## config.mk

```make
export PLATFORM = sky130hd
export DESIGN_NAME = clock509_divider_bank
export DESIGN_NICKNAME = d
export VERILOG_FILES = /design/src/rtl/clock509_pkg.sv /design/src/rtl/divider_channel.sv /design/src/rtl/clock509_divider_bank.sv
export SDC_FILE = /design/constraint.sdc
export NUM_CORES = 1
export LEC_CHECK = 0
export BUFFER_PORTS_ARGS = -buffer_cell sky130_fd_sc_hd__buf_4
export CAP_MARGIN = 20
export CORE_UTILIZATION = 50
export CTS_BUF_LIST = sky130_fd_sc_hd__clkbuf_16
export DETAILED_ROUTE_END_ITERATION = 10
export GPL_TIMING_DRIVEN = 0
export PLACE_DENSITY = 0.7
export SLEW_MARGIN = 20
export SYNTH_ARGS = -nofsm -noshare
export SYNTH_HDL_FRONTEND = slang
export SYNTH_HIERARCHICAL = 1
export SYNTH_SLANG_ARGS = --single-unit
```

## constraint.sdc

```tcl
create_clock -name clock509 -period 2.3 [get_ports clock509]
set_input_delay 0.115 -clock clock509 [delete_from_list [all_inputs] [get_ports clock509]]
set_output_delay 0.115 -clock clock509 [all_outputs]
set_load 0.02 [all_outputs]
```

## src/rtl/clock509_pkg.sv

```systemverilog
// rtl/clock509_pkg.sv - shared sequencer encodings and constants for the clock509 divider bank
package clock509_pkg;

  typedef enum logic [1:0] {
    ST_HOLD      = 2'd0,
    ST_WAIT_LOCK = 2'd1,
    ST_RUN       = 2'd2
  } seq_state_e;

  // Divisors below this value disable a channel.
  localparam int unsigned MIN_DIVISOR = 2;

endpackage

```

## src/rtl/divider_channel.sv

```systemverilog
// rtl/divider_channel.sv - one runtime-programmable integer divider of clock509 with tick and level outputs
module divider_channel
  import clock509_pkg::*;
#(
  parameter int DIV_WIDTH = 8
) (
  input  logic                 clock509,
  input  logic                 reset,
  input  logic                 run,
  input  logic                 load_pending,
  input  logic                 sync,
  input  logic [DIV_WIDTH-1:0] shadow,
  output logic                 tick,
  output logic                 level
);

  logic [DIV_WIDTH-1:0] count_q, count_d;
  logic [DIV_WIDTH-1:0] active_q, active_d;
  logic                 pending_q, pending_d;
  logic                 tick_q, tick_d;
  logic                 level_q, level_d;
  logic                 enabled, wrap, take;
  logic [DIV_WIDTH:0]   half;

  assign enabled = active_q >= DIV_WIDTH'(MIN_DIVISOR);
  assign wrap    = count_q == active_q - 1'b1;
  assign take    = pending_q | load_pending;
  assign half    = ({1'b0, active_q} + 1'b1) >> 1;

  always_comb begin
    count_d   = count_q;
    active_d  = active_q;
    pending_d = take;
    tick_d    = run & enabled & (count_q == '0);
    level_d   = run & enabled & ({1'b0, count_q} < half);

    if (!run || !enabled || sync || wrap) count_d = '0;
    else                                  count_d = count_q + 1'b1;

    // A pending shadow value lands at the wrap, immediately when idle, or on sync.
    if ((run && sync) || (take && (!enabled || (run && wrap)))) begin
      active_d  = shadow;
      pending_d = 1'b0;
    end
  end

  always_ff @(posedge clock509) begin
    if (reset) begin
      count_q   <= '0;
      active_q  <= '0;
      pending_q <= 1'b0;
      tick_q    <= 1'b0;
      level_q   <= 1'b0;
    end else begin
      count_q   <= count_d;
      active_q  <= active_d;
      pending_q <= pending_d;
      tick_q    <= tick_d;
      level_q   <= level_d;
    end
  end

  assign tick  = tick_q;
  assign level = level_q;

endmodule

```

## src/rtl/clock509_divider_bank.sv

```systemverilog
// rtl/clock509_divider_bank.sv - PLL reset/lock sequencer driving a bank of programmable clock509 dividers
module clock509_divider_bank
  import clock509_pkg::*;
#(
  parameter int CHANNELS     = 4,
  parameter int DIV_WIDTH    = 8,
  parameter int HOLD_LOG2    = 10,
  parameter int LOCK_TIMEOUT = 4096,
  parameter int RETRY_WIDTH  = 4
) (
  input  logic                          clock509,
  input  logic                          reset,
  input  logic                          pll_locked,
  output logic                          pll_reset,
  input  logic [CHANNELS*DIV_WIDTH-1:0] divisor,
  input  logic                          load,
  input  logic                          sync,
  output logic [CHANNELS-1:0]           tick,
  output logic [CHANNELS-1:0]           level,
  output logic                          ready,
  output logic [RETRY_WIDTH-1:0]        relock_count
);

  localparam int TMO_WIDTH = $clog2(LOCK_TIMEOUT + 1);

  seq_state_e                    state_q, state_d;
  logic                          lock_meta_q, lock_sync_q;
  logic [HOLD_LOG2-1:0]          hold_q, hold_d;
  logic [TMO_WIDTH-1:0]          tmo_q, tmo_d;
  logic [RETRY_WIDTH-1:0]        relock_q, relock_d;
  logic [CHANNELS*DIV_WIDTH-1:0] shadow_q, shadow_d;
  logic [RETRY_WIDTH-1:0]        relock_inc;
  logic                          run;

  assign relock_inc = relock_q + {{(RETRY_WIDTH-1){1'b0}}, ~&relock_q};

  always_comb begin
    state_d  = state_q;
    hold_d   = '0;
    tmo_d    = '0;
    relock_d = relock_q;
    case (state_q)
      ST_HOLD: begin
        hold_d = hold_q + 1'b1;
        if (&hold_q) state_d = ST_WAIT_LOCK;
      end
      ST_WAIT_LOCK: begin
        if (lock_sync_q) begin
          state_d = ST_RUN;
        end else if (tmo_q == TMO_WIDTH'(LOCK_TIMEOUT - 1)) begin
          state_d  = ST_HOLD;
          relock_d = relock_inc;
        end else begin
          tmo_d = tmo_q + 1'b1;
        end
      end
      ST_RUN: begin
        if (!lock_sync_q) begin
          state_d  = ST_HOLD;
          relock_d = relock_inc;
        end
      end
      default: state_d = ST_HOLD;
    endcase
  end

  // Incoming divisors bypass the shadow so load+sync in one cycle takes effect at once.
  assign shadow_d = load ? divisor : shadow_q;

  // Channels stop on the same edge the sequencer leaves RUN.
  assign run = (state_q == ST_RUN) && (state_d == ST_RUN);

  always_ff @(posedge clock509) begin
    if (reset) begin
      state_q     <= ST_HOLD;
      lock_meta_q <= 1'b0;
      lock_sync_q <= 1'b0;
      hold_q      <= '0;
      tmo_q       <= '0;
      relock_q    <= '0;
      shadow_q    <= '0;
    end else begin
      state_q     <= state_d;
      lock_meta_q <= pll_locked;
      lock_sync_q <= lock_meta_q;
      hold_q      <= hold_d;
      tmo_q       <= tmo_d;
      relock_q    <= relock_d;
      shadow_q    <= shadow_d;
    end
  end

  for (genvar g = 0; g < CHANNELS; g++) begin : g_chan
    divider_channel #(
      .DIV_WIDTH(DIV_WIDTH)
    ) u_chan (
      .clock509    (clock509),
      .reset       (reset),
      .run         (run),
      .load_pending(load),
      .sync        (sync),
      .shadow      (shadow_d[g*DIV_WIDTH +: DIV_WIDTH]),
      .tick        (tick[g]),
      .level       (level[g])
    );
  end

  assign pll_reset    = (state_q == ST_HOLD);
  assign ready        = (state_q == ST_RUN);
  assign relock_count = relock_q;

endmodule

```

# Word-level counts from Yosys, hierarchy flattened
# Cells that the tools add are included.
# Widths: inputs -> output; s select.
totals:
  regBits: 139
  in_bits: 37
  out_inout_bits: 14
  wordCells: 144
op_classes:
  n_addsub: 15
  n_lt_le_gt_ge: 8
  eq_ne: 11
  muxes: 10
  bitwise: 18
  reduce_logical: 55
ops:
  columns: ["cell", "count"]
  rows:
  - ["$add 8x1->9 const B", 4]
  - ["$add 8x1->8 const B", 4]
  - ["$eq 8x8->1", 4]
  - ["$ge 8x2->1 const B", 4]
  - ["$logic_not 8->1", 4]
  - ["$lt 8x8->1", 4]
  - ["$mux 32", 1]
  - ["$sub 8x1->8 const B", 4]
  - ["$logic_or 1x1->1", 20]
  - ["$reduce_or 2->1", 9]
  - ["$add 13x1->13 const B", 1]
  - ["$eq 13x12->1 const B", 1]
  - ["$and 1x1->1", 12]
  - ["$mux 4", 3]
  - ["$add 10x1->10 const B", 1]
  - ["$logic_and 1x1->1", 10]
  - ["$reduce_and 10->1", 1]
  - ["$mux 2", 4]
  - ["$pmux 4 s2", 1]
  - ["$reduce_and 4->1", 2]
  - ["$logic_not 1->1", 6]
  - ["$ne 2x2->1 const B", 3]
  - ["$pmux 2 s3", 1]
  - ["$add 4x1->4", 1]
  - ["7 further kinds", 12]

# Logic depth before layout (Yosys ltp)
# Gate-level depths: netlist of the first run.
depth:
  depth_word: 11
  mapped_depth: 9
  mapped_depth_nobuf: 8

# Modules after synthesis
# Netlist of the first run, hierarchy kept.
by_module_without_submodules:
  columns: ["mod", "n_inst", "cells_each", "area_per_inst_um2", "seq_area_each_um2"]
  rows:
  - ["divider_channel at g_chan[0].u_chan ...", 3, 153, 1371.3, 380.4]
  - ["clock509_divider_bank", 1, 256, 2643.8, 1261.2]
  - ["divider_channel at g_chan[1].u_chan", 1, 147, 1276.2, 380.4]

# Worst setup path before layout of the first run
# Ideal clock, no wire load.
synth_timing:
  path_kind: "reg2reg"
  from: "reg g_chan[0].u_chan.active_q[0]"
  to: "reg g_chan[0].u_chan.pending_q"
  setup_time_ns: 0.122
  t_arrival_ns: 2.028
  required_ns: 2.178
  path_slack_ns: 0.150
  stages_incl_launch_ff: 10
  path_buffers: 1
  period_less_slack_ns: 2.150
  path_cell_list: "dfxtp_1 -> inv_1 -> ha_1 -> o21ba_4 -> a221oi_2 -> a41oi_1 -> nor4_1 -> a31oi_1 -> buf_6 -> nor3b_2"
synth_via:
  elab_chain_cells: 7
  word_cells_on_any_way: 9
  cone_classes: "add/sub: 1; order compare: 1; eq/ne: 1; reduce/logical: 6"
synth_rtl:
  columns: ["item", "line", "text"]
  rows:
  - ["start, declared", "divider_channel.sv:18", "logic [DIV_WIDTH-1:0] active_q, active_d;"]
  - ["start signal, assigned", "divider_channel.sv:56", "active_q <= active_d;"]
  - ["$sub 8x1->8", "divider_channel.sv:26", "assign wrap = count_q == active_q - 1'b1;"]
  - ["$eq 8x8->1", "divider_channel.sv:26", null]
  - ["$logic_and 1x1->1", "divider_channel.sv:41", "if ((run && sync) || (take && (!enabled || (run && wrap)))) begin"]
  - ["$logic_or 1x1->1 *", "divider_channel.sv:41", null]
  - ["$logic_and 1x1->1 *", "divider_channel.sv:41", null]
  - ["$logic_or 1x1->1 *", "divider_channel.sv:41", null]
  - ["$reduce_or 2->1 (no source line) *", null, null]
  - ["end signal, assigned", "divider_channel.sv:57", "pending_q <= pending_d;"]
  - ["end, declared", "divider_channel.sv:19", "logic pending_q, pending_d;"]
# Mark *: on every way between the ends. The rest lies on a longest branch, timed or not.
# A chain may end at the register's enable or synchronous reset.

# Final worst setup path of the first run
layout_timing:
  from: "reg g_chan[2].u_chan.active_q[1]"
  to: "reg g_chan[2].u_chan.active_q[7]"
layout_via:
  elab_chain_cells: 6
  word_cells_on_any_way: 8
  cone_classes: "add/sub: 1; order compare: 1; eq/ne: 1; reduce/logical: 5"
layout_rtl:
  columns: ["item", "line"]
  rows:
  - ["start, declared", "divider_channel.sv:18"]
  - ["start signal, assigned", "divider_channel.sv:56"]
  - ["$sub 8x1->8", "divider_channel.sv:26"]
  - ["$eq 8x8->1", "divider_channel.sv:26"]
  - ["$logic_and 1x1->1", "divider_channel.sv:41"]
  - ["$logic_or 1x1->1 *", "divider_channel.sv:41"]
  - ["$logic_and 1x1->1 *", "divider_channel.sv:41"]
  - ["$logic_or 1x1->1 *", "divider_channel.sv:41"]
# Marked as above.

==> results of run 1 <==
[final cells by class]
class	count	area, um2	area share (%)
buffer	44	328	3.50
clock buffer	17	425	4.54
clock inverter	15	158	1.68
inverter	28	105	1.12
multi-input combinational	651	4870	52.0
sequential	139	2810	30.0
tap	211	264	2.82
timing repair buffer	54	403	4.30
[final timing paths]
check                                                 start                                        end  slack (ns)
setup / recovery  g_chan[2].u_chan/active_q[1]$_SDFFE_PP0P_  g_chan[2].u_chan/active_q[7]$_SDFFE_PP0P_        0.04
hold / removal                                  divisor[12]                    shadow_q[12]$_SDFF_PP0_        0.05
setup reg to reg  g_chan[2].u_chan/active_q[1]$_SDFFE_PP0P_  g_chan[2].u_chan/active_q[7]$_SDFFE_PP0P_        0.04
hold reg to reg                        tmo_q[12]$_SDFF_PP0_                       tmo_q[12]$_SDFF_PP0_        0.44
[worst max-delay path, stage by stage, from the launching register on]
cell and delay (ns):
dfxtp_4 0.38, inv_1 0.09, ha_4 0.19, o21ba_4 0.19
a221oi_2 0.25, a41oi_1 0.08, nor4_2 0.40, a31oi_1 0.20
buf_2 0.23, mux2i_1 0.12
[flip-flops by register name, indices dropped and copies added, names as in the netlist]
register / count
g_chan.u_chan/active_q: 32
g_chan.u_chan/count_q: 32
shadow_q: 32
tmo_q: 13
hold_q: 10
g_chan.u_chan/level: 4
g_chan.u_chan/pending_q: 4
g_chan.u_chan/tick: 4
relock_count: 4
state_q: 2
lock_meta_q: 1
lock_sync_q: 1
[Yosys cell counts (10+ instances only)]
| library cell | count | share of area [%] |
|---|---|---|
| a21o_1 | 10 | 0.93 |
| and2_1 | 33 | 2.6 |
| and3_1 | 20 | 1.6 |
| buf_2 | 14 | 0.87 |
| buf_6 | 14 | 2.0 |
| dfxtp_1 | 139 | 35 |
| ha_1 | 52 | 8.1 |
| inv_1 | 28 | 1.3 |
| mux2_2 | 27 | 3.8 |
| mux2i_1 | 34 | 4.2 |
| nand2_1 | 39 | 1.8 |
| nand2b_1 | 50 | 3.9 |
| nand3_1 | 51 | 3.2 |
| nand4_1 | 11 | 0.86 |
| nor2_1 | 79 | 3.7 |
| nor3_1 | 19 | 1.2 |
| nor4_1 | 10 | 0.78 |
| xnor2_1 | 31 | 3.4 |
| xor2_1 | 73 | 8.0 |
[power groups by stage]
stage	combinational, mW	clock (mW)	sequential, mW
6_report	3.36	2.72	2.91
5_1_grt	3.71	2.88	2.95
4_1_cts	3.25	2.78	2.90
3_5_place_dp	3.18	0	2.93
3_3_place_gp	3.14	0	2.93
2_1_floorplan	2.71	0	2.88
[cell families (layout without fill, tap and decap cells)]
family                   Yosys count  after routing  synth area share [%]
multiplexers                      66             66                  8.72
adder cells (fa/ha/maj)           52             52                  8.10
AO/OA/AOI/OAI                     73             73                  7.01
AND/OR/NAND/NOR                  356            356                  24.8
buffers and inverters             72            158                  5.39
flip-flops                       139            139                  34.6
XOR/XNOR                         104            104                  11.3
[per-layer routing]
| layer | global-route usage, % | routed length, um | vias up |
|---|---|---|---|
| li1 | - | - | 3125 |
| met1 | 26.7 | 8100 | 2736 |
| met2 | 32.4 | 7200 | 81 |
| met3 | 5.28 | 542 | 11 |
| met4 | 5.95 | 136 | 0 |
| met5 | 0 | 0 | - |
[per-stage QoR]
step	setup TNS, ns	util (%)	setup WS (ns)
floorplan	0	-	0.150
global placement	-6.98	56.2	-0.246
detailed placement	-9.37	56.2	-0.288
CTS	0	60.3	0.0119
global route	-0.164	60.7	-0.0334
finish	0	60.7	0.0402
[timing repair]
action / in CTS / in global routing
buffers inserted: 1 / 0
pin swaps: 3 / 4
cloned: 0 / 2
setup endpoints to repair: 51 / 61
hold buffers: 1 / 0
resized for setup: 9 / 16
endpoints found under the hold margin: 1 / 0
==> impl_results.md, run 1 <==
* Cell Count, Final, Fillers Out at 1159
* TritonRoute pass-1 iters at 5
* Fin crit share at 98.3%
* DRC at 0
* N_diodes at 0
* IO Port Bufs at 50
* Slew Limit Fails at 0
* Vias in the first global route at 5580
* Int Power at 6.09 mW
* Most common cell after layout, fill and taps aside: dfxtp_1
* Power consumption at 9.00 mW
* WP data arrival at 2.57 ns
* Fraction of layout instances using a drive strength above 1 at 18.8%
* Flops & latches, synth at 139
* CTS sink cnt at 139
* Tmin final at 2.26 ns
* Area grow syn2layout at 16.5%
* Post-Syn Nets at 951
* Placed cell area at 0.00867 mm2
* # IOs at 51
* Core region area at 0.0154 mm2
* Largest net degree at the start of global routing at 31
* Die Width at 129 um
* DRT Wirelength at 16.0 mm
* Num CTS Buffers at 17
* Clock share of power at 30.3%
* Worst r2r path cells at 9
* Leakage at 3.93 nW
* Sequential-to-total area share from yosys stat at 34.6%
* Worst hold slack at 0.0520 ns
* Syn Inst Count at 862
* Switching Share at 32.3%
* Worst-path clk slew at 0.06 ns
* Post-Syn Area per Cell at 9.32 um2
* Combinational Power Share at 37.4%
* First-pass GRT wire length at 26.5 mm
* H-tree depth at 4
* Hold Fails Final Rpt at 0
* Site row count at 45
* Overall routing resource usage at 20.2%
* Max Freq at 0.443 GHz
* Die height at 129 um
* Clock Path Buffers at 2
* Status: finished clean
* CP Launch Type: flop
* Synthesized area at 0.00803 mm2
* Fill cells at 1365
* CTS tree: done
* Ys async rst share at 0%
* Distinct cell type count after synthesis at 59
* Post-DP HPWL at 11.1 mm
* WHS Path Cells at 3
* P_sw at 2.91 mW
* Flop pwr share at 32.4%
* Congestion Overflow GR at 0
* Worst hold path type: input pin to flop
* Post-synth EDFFs at 0
* Critical Path RT at 2.61 ns
* Slew headroom at 61.8%
* Setup CP Type: flop to flop
* Final Cell Area at 0.00936 mm2
* CP Capture Type: flop
* Routed vias at 5953
* Starting Density at 52.1%
* Crit path max fanout at 8
* Maximum VDD drop at 0.650 mV
* Maxcap violations at 0
* Initial DRC Count at 240
* GPL Wtd Cong at 0.810
* Commonest non-fill, non-tap cells in the layout: dfxtp_1, nor2_1, xor2_1
* Setup violators final at 0
* PwrDens at 961 mW/mm2
* Final net count at 1024
* DRT antenna net count at 0
* Ys flop type: dfxtp_1
* Vias/cell at 5.14
* # placed instances at 1123
* Worst-Margin Slew at 0.573 ns
* Clock Skew at 0.00754 ns
* Clk root buf: clkbuf_16
* Avg WL per Cell at 13.8 um
* Full die area at 0.0166 mm2
* YS warnings at 6
* Clock Latency Late Sink at 0.42 ns
* Initial antenna violation count at 0
Power figures use the tool's default switching activity.
==> run 2: changes to the inputs <==
--- a/config.mk
+++ b/config.mk
@@ -5,7 +5,7 @@
 export SDC_FILE = /design/constraint.sdc
 export NUM_CORES = 1
 export LEC_CHECK = 0
-export BUFFER_PORTS_ARGS = -buffer_cell sky130_fd_sc_hd__buf_4
+export BUFFER_PORTS_ARGS = -buffer_cell sky130_fd_sc_hd__buf_2
 export CAP_MARGIN = 20
 export CORE_UTILIZATION = 50
 export CTS_BUF_LIST = sky130_fd_sc_hd__clkbuf_16
==> run 2 against run 1 <==
Effect of this change: global-route usage is 0.33 points lower; worst setup slack improved by 0.042 ns; largest power group unchanged; non-clock buffer count unchanged; core utilization is 1.1 points lower; clock skew decreased by 0.0036 ns; wire length shrank 3.1%; design area down 1.8%; maximum frequency rose by 1.9%; cell count stayed put; register-to-register slack improved by 0.04 ns; critical path type unchanged; sequential cell count did not move; via count decreased by 0.18%.
==> impl_results.md, run 2 (same netlist as run 1, synthesis figures left out) <==
* Highest Signal Layer: met5
* Reg2reg end: g_chan[3].u_chan/pending_q$_SDFF_PP0_
* Reg2reg setup slack at 0.08 ns (+0.04 ns)
* Final Worst Setup Slack at 0.0824 ns (+0.0422 ns)
* Crit path max fanout at 7 (-1)
* RSZ-0062 raised after global routing: false
* Clock Path Buffers at 2 (unchanged)
* Clock Latency Late Sink at 0.42 ns (about the same)
* Starting Density at 52.1% (unchanged)
* Vias/cell at 5.13 (-0.18%)
* Initial antenna violation count at 2 (+2)
* CTS sink cnt at 139 (unchanged)
* # IOs at 51 (unchanged)
* Top flop regs: g_chan.u_chan/active_q: 32 flops, g_chan.u_chan/count_q: 32 flops, shadow_q: 32 flops
* Hold Startpoint: divisor[10]
* Maxcap violations at 0 (unchanged)
* Maximum VDD drop at 0.731 mV (+13%)
* M1 WL at 7.54 mm (-7.0%)
* Status: finished clean
* DRT Wirelength at 15.5 mm (-3.1%)
* CP Capture Type: flop
* Setup CP Type: flop to flop
* WHS Path Cells at 3 (unchanged)
* Beginning of the worst register-to-register path: g_chan[3].u_chan/active_q[0]$_SDFFE_PP0P_
* Fill cells at 1415 (+3.7%)
* First-pass GRT wire length at 26.2 mm (-1.4%)
* Final net count at 1024 (unchanged)
* Fin crit share at 96.4% (-1.8 points)
* PwrDens at 951 mW/mm2 (-1.0%)
* Post-DP HPWL at 11.0 mm (-0.31%)
* Clk root buf: clkbuf_16
* DRT antenna net count at 0 (unchanged)
* Total Neg Setup Slack at 0 ns (unchanged)
* DP Worst Slack at -0.256 ns (+0.0324 ns)
* Slew headroom at 67.5% (+5.7 points)
* CTS tree: done
* Hold path endpoint: shadow_q[10]$_SDFF_PP0_
* Worst-Margin Slew at 0.487 ns (-0.0861 ns)
* Full die area at 0.0166 mm2 (unchanged)
* Initial DRC Count at 250 (+4.2%)
* TritonRoute pass-1 iters at 4 (-1)
* Critical Path RT at 2.61 ns (about the same)
* Crit. Startpoint: g_chan[3].u_chan/active_q[0]$_SDFFE_PP0P_
* GPL Wtd Cong at 0.797 (-1.6%)
* IO Port Bufs at 50 (unchanged)
* Commonest non-fill, non-tap cells in the layout: dfxtp_1, nor2_1, xor2_1
* Most common cell after layout, fill and taps aside: dfxtp_1
* Fraction of layout instances using a drive strength above 1 at 18.3% (-0.51 points)
* Num CTS Buffers at 17 (unchanged)
* Clock Skew at 0.00394 ns (-0.00361 ns)
* Die height at 129 um (unchanged)
* Site row count at 45 (unchanged)
* DRC at 0 (unchanged)
* Tmin final at 2.22 ns (-0.0422 ns)
* WP data arrival at 2.52 ns (-0.05 ns)
* Metal3 WL at 787 um (+45%)
* Slew Limit Fails at 0 (unchanged)
* Die Width at 129 um (unchanged)
* Congestion Overflow GR at 0 (unchanged)
* Hold Fails Final Rpt at 0 (unchanged)
* Max Freq at 0.451 GHz (+1.9%)
* Vias in the first global route at 5479 (-1.8%)
* Setup violators final at 0 (unchanged)
* Met2 WL at 7.01 mm (-2.7%)
* Largest net degree at the start of global routing at 31 (unchanged)
* Overall routing resource usage at 19.9% (-0.33 points)
* Worst-path clk slew at 0.06 ns (about the same)
* Worst hold path type: input pin to flop
* Worst r2r path cells at 10 (+1)
* Core region area at 0.0154 mm2 (unchanged)
* Area grow syn2layout at 14.5%
* Routed vias at 5942 (-0.18%)
* H-tree depth at 4 (unchanged)
* Leakage at 3.88 nW (-1.2%)
* Avg WL per Cell at 13.4 um (-3.1%)
* CP Launch Type: flop
-- run 2: cell count changes in the layout (fill, tap and decap cells not counted), sizes merged --
cell | previous run | this run
bufinv | 3 | 2
clkinv | 8 | 7
diode | 0 | 1
inv | 31 | 32
-- run 2: where the power goes --
group | leakage, nW | switching (mW) | internal (mW) | total (mW)
Sequential | 1.14 | 0.240 | 2.67 | 2.91
Combinational | 2.46 | 1.60 | 1.72 | 3.32
Clock | 0.277 | 0.969 | 1.55 | 2.52
Total | 3.88 | 2.81 | 5.94 | 8.75
-- run 2: worst max-delay path by stage --
stage	end	slack, ns
4_1_cts	g_chan[3].u_chan/pending_q$_SDFF_PP0_	0.0008
3_3_place_gp	g_chan[3].u_chan/pending_q$_SDFF_PP0_	-0.25
3_5_place_dp	g_chan[3].u_chan/pending_q$_SDFF_PP0_	-0.26
6_report	g_chan[3].u_chan/pending_q$_SDFF_PP0_	0.08
5_1_grt	g_chan[3].u_chan/pending_q$_SDFF_PP0_	0.0004
2_1_floorplan	g_chan[0].u_chan/pending_q$_SDFF_PP0_	0.15
-- run 2: cell type report --
cell class                 count  area (um2)  area share (%)
sequential                   139        2810            30.5
multi-input combinational    651        4870            53.0
timing repair buffer          54         278            3.02
inverter                      28         105            1.14
antenna                        1        2.50          0.0272
tap                          211         264            2.87
buffer                        44         328            3.57
clock inverter                14         116            1.27
clock buffer                  17         425            4.63
-- run 2: per-stage QoR --
| stage | cell area [um2] | utilization [%] | hold slack (ns) | instances | total power, mW |
|---|---|---|---|---|---|
| after global routing | 9190 | 59.6 | 0.0305 | 1158 | 9.32 |
| after detailed placement | 8550 | 55.4 | 0.345 | 1123 | 6.10 |
| after floorplan | 8030 | - | 0.243 | 862 | 5.59 |
| final | 9200 | 59.6 | 0.0475 | 1159 | 8.75 |
| after CTS | 9130 | 59.2 | 0.0269 | 1155 | 8.72 |
| after global placement | 8550 | 55.4 | 0.349 | 1123 | 6.05 |
-- run 2: worst max-delay path: stages, from the launching register on --
cell and delay (ns):
dfxtp_4 0.38, inv_1 0.10, ha_4 0.19, o21ba_4 0.19, a221oi_2 0.25, a41oi_1 0.08
nor4_2 0.30, buf_4 0.17, a31oi_2 0.10, buf_6 0.18, nor3b_2 0.15
-- run 2: what timing repair did --
action                                  4_1_cts  5_1_grt
cloned                                        0        2
hold buffers                                  1        0
pin swaps                                     3        5
buffers inserted                              0        1
endpoints found under the setup margin       51       62
gates resized for setup                       9       14
hold endpoints to repair                      1        0
-- run 2: per-layer routing --
layer	vias up	global-route usage, %
met2	72	31.8
met5	-	0
li1	3124	-
met4	2	5.19
met3	15	7.32
met1	2729	25.2
==> run 3: changes to the inputs <==
==> constraint.sdc (replaced) <==
create_clock -name clock509 -period 2.3 [get_ports clock509]
set_input_delay 0.345 -clock clock509 [delete_from_list [all_inputs] [get_ports clock509]]
set_output_delay 0.345 -clock clock509 [all_outputs]
set_load 0.02 [all_outputs]
==> run 3 against run 2 <==
Effect of this change: sequential share of layout area about the same; global-route usage barely moved; power barely moved; combinational power barely moved; worst setup slack improved by 0.0050 ns; hold slack improved by 0.098 ns; largest cell class unchanged; highest routed layer unchanged.
==> impl_results.md, run 3 (same netlist as run 1, synthesis figures left out) <==
* Most common cell after layout, fill and taps aside: dfxtp_1
* Area grow syn2layout at 14.3%
* Max Freq at 0.452 GHz (+0.23%)
* Core region area at 0.0154 mm2 (unchanged)
* Quantity of hold-fixing buffers added after cts at 0 (-1)
* Int Power at 5.93 mW (about the same)
* Worst hold path type: input pin to flop
* DRC at 0 (unchanged)
* Die height at 129 um (unchanged)
* Critical Path RT at 2.60 ns (about the same)
* First-pass GRT wire length at 26.1 mm (-0.11%)
* Fill cells at 1416 (+0.071%)
* Crit path max fanout at 7 (unchanged)
* Overall routing resource usage at 19.9% (about the same)
* Slew headroom at 66.2% (-1.3 points)
* Final Cell Area at 0.00919 mm2 (-0.11%)
* Top flop regs: g_chan.u_chan/active_q: 32 flops, g_chan.u_chan/count_q: 32 flops, shadow_q: 32 flops
* CP Capture Type: flop
* GPL Wtd Cong at 0.797 (unchanged)
* H-tree depth at 4 (unchanged)
* Clock Path Buffers at 2 (unchanged)
* Die Width at 129 um (unchanged)
* Clk root buf: clkbuf_16
* Leakage at 3.87 nW (-0.11%)
* Final net count at 1023 (-0.098%)
* Full die area at 0.0166 mm2 (unchanged)
* Worst hold slack at 0.145 ns (+0.0978 ns)
* Switching Share at 32.2% (about the same)
* PwrDens at 952 mW/mm2 (+0.11%)
* CTS tree: done
* Setup CP Type: flop to flop
* Worst-path clk slew at 0.06 ns (about the same)
* Worst-Margin Slew at 0.507 ns (+0.0195 ns)
* Site row count at 45 (unchanged)
* Vias in the first global route at 5479 (unchanged)
* Setup violators final at 0 (unchanged)
* Avg WL per Cell at 13.4 um (+0.14%)
* Combinational Power Share at 38.0% (about the same)
* Congestion Overflow GR at 0 (unchanged)
* DRT Wirelength at 15.5 mm (about the same)
* Power consumption at 8.75 mW (about the same)
* Flop pwr share at 33.2% (about the same)
* Commonest non-fill, non-tap cells in the layout: dfxtp_1, nor2_1, xor2_1
* Tmin final at 2.21 ns (-0.00505 ns)
* Fin crit share at 96.2% (-0.22 points)
* Maximum VDD drop at 0.730 mV (-0.17%)
* Vias/cell at 5.14 (+0.34%)
* Clock Skew at 0.00425 ns (+0.000318 ns)
* CP Launch Type: flop
* Clock share of power at 28.8% (about the same)
* P_sw at 2.81 mW (about the same)
* Starting Density at 52.1% (unchanged)
* Num CTS Buffers at 17 (unchanged)
* Fraction of layout instances using a drive strength above 1 at 18.3% (+0.019 points)
* Post-DP HPWL at 11.0 mm (unchanged)
* DRT antenna net count at 0 (unchanged)
* RSZ-0062 raised after global routing: false
* Routed vias at 5957 (+0.25%)
* TritonRoute pass-1 iters at 4 (unchanged)
* Placed cell area at 0.00855 mm2 (unchanged)
* IO Port Bufs at 50 (unchanged)
* Maxcap violations at 0 (unchanged)
* Initial antenna violation count at 2 (unchanged)
* Initial DRC Count at 234 (-6.4%)
* Largest net degree at the start of global routing at 31 (unchanged)
* WP data arrival at 2.52 ns (about the same)
* Slew Limit Fails at 0 (unchanged)
* Clock Latency Late Sink at 0.42 ns (about the same)
* CTS sink cnt at 139 (unchanged)
* Status: finished clean
* Hold Fails Final Rpt at 0 (unchanged)
* # IOs at 51 (unchanged)
run 3: changes by cell type in the layout (fill, tap and decap cells not counted):
cell	before	now
dlygate4sd3_1	1	0
run 3: metal layers:
metal | global-route usage [%] | vias to the layer above | share of wire (%)
met5 | 0 | - | 0.12
met3 | 7.40 | 8 | 5.0
li1 | - | 3123 | -
met1 | 25.2 | 2751 | 49
met4 | 5.19 | 2 | 0.50
met2 | 31.8 | 73 | 45
run 3: area by class of cell:
| class | count | area (um2) | share of cell area, % |
|---|---|---|---|
| plain buffers | 44 | 328 | 3.57 |
| repair buffers | 53 | 268 | 2.92 |
| diodes | 1 | 2.50 | 0.0272 |
| flip-flops and latches | 139 | 2810 | 30.5 |
| inverters | 28 | 105 | 1.14 |
| multi-input cells | 651 | 4870 | 53.0 |
| well taps | 211 | 264 | 2.87 |
| clock buffers | 17 | 425 | 4.63 |
| clock inverters | 14 | 116 | 1.27 |
run 3: stage by stage:
stage	std cells	setup TNS [ns]	setup slack, ns	util, %
4_1_cts	1154	0	0.000764	59.1
3_5_place_dp	1123	-7.50	-0.256	55.4
2_1_floorplan	862	0	0.150	-
5_1_grt	1157	0	0.000413	59.5
3_3_place_gp	1123	-6.40	-0.254	55.4
6_report	1158	0	0.0874	59.5
run 3: power by group through the flow:
stage	clock, mW	sequential [mW]	combinational (mW)
after floorplan	0	2.88	2.71
after global placement	0	2.93	3.12
after detailed placement	0	2.94	3.17
after CTS	2.60	2.89	3.23
after global routing	2.70	2.94	3.67
final	2.52	2.91	3.32
run 3: path summary, 6_finish.rpt:
kind / cells after the start / from / endpoint / slack [ns]
setup reg to reg: 10 / g_chan[3].u_chan/active_q[0]$_SDFFE_PP0P_ / g_chan[3].u_chan/pending_q$_SDFF_PP0_ / 0.09
setup / recovery: 10 / g_chan[3].u_chan/active_q[0]$_SDFFE_PP0P_ / g_chan[3].u_chan/pending_q$_SDFF_PP0_ / 0.09
hold reg to reg: 1 / lock_meta_q$_SDFF_PP0_ / lock_sync_q$_SDFF_PP0_ / 0.44
hold / removal: 2 / pll_locked / lock_meta_q$_SDFF_PP0_ / 0.15
run 3: what timing repair did:
action | 4_1_cts | 5_1_grt
pin swaps | 3 | 5
setup buffers | 0 | 1
endpoints found under the setup margin | 51 | 62
gates cloned | 0 | 2
gates resized for setup | 9 | 14
hold endpoints to repair | 0 | 0
run 3: worst max-delay path, stage by stage, from the launching register on:
cell	delay (ns)
dfxtp_4	0.39
inv_1	0.10
ha_4	0.20
o21ba_4	0.19
a221oi_2	0.25
a41oi_1	0.08
nor4_2	0.29
buf_4	0.17
a31oi_2	0.10
buf_6	0.18
nor3b_2	0.15
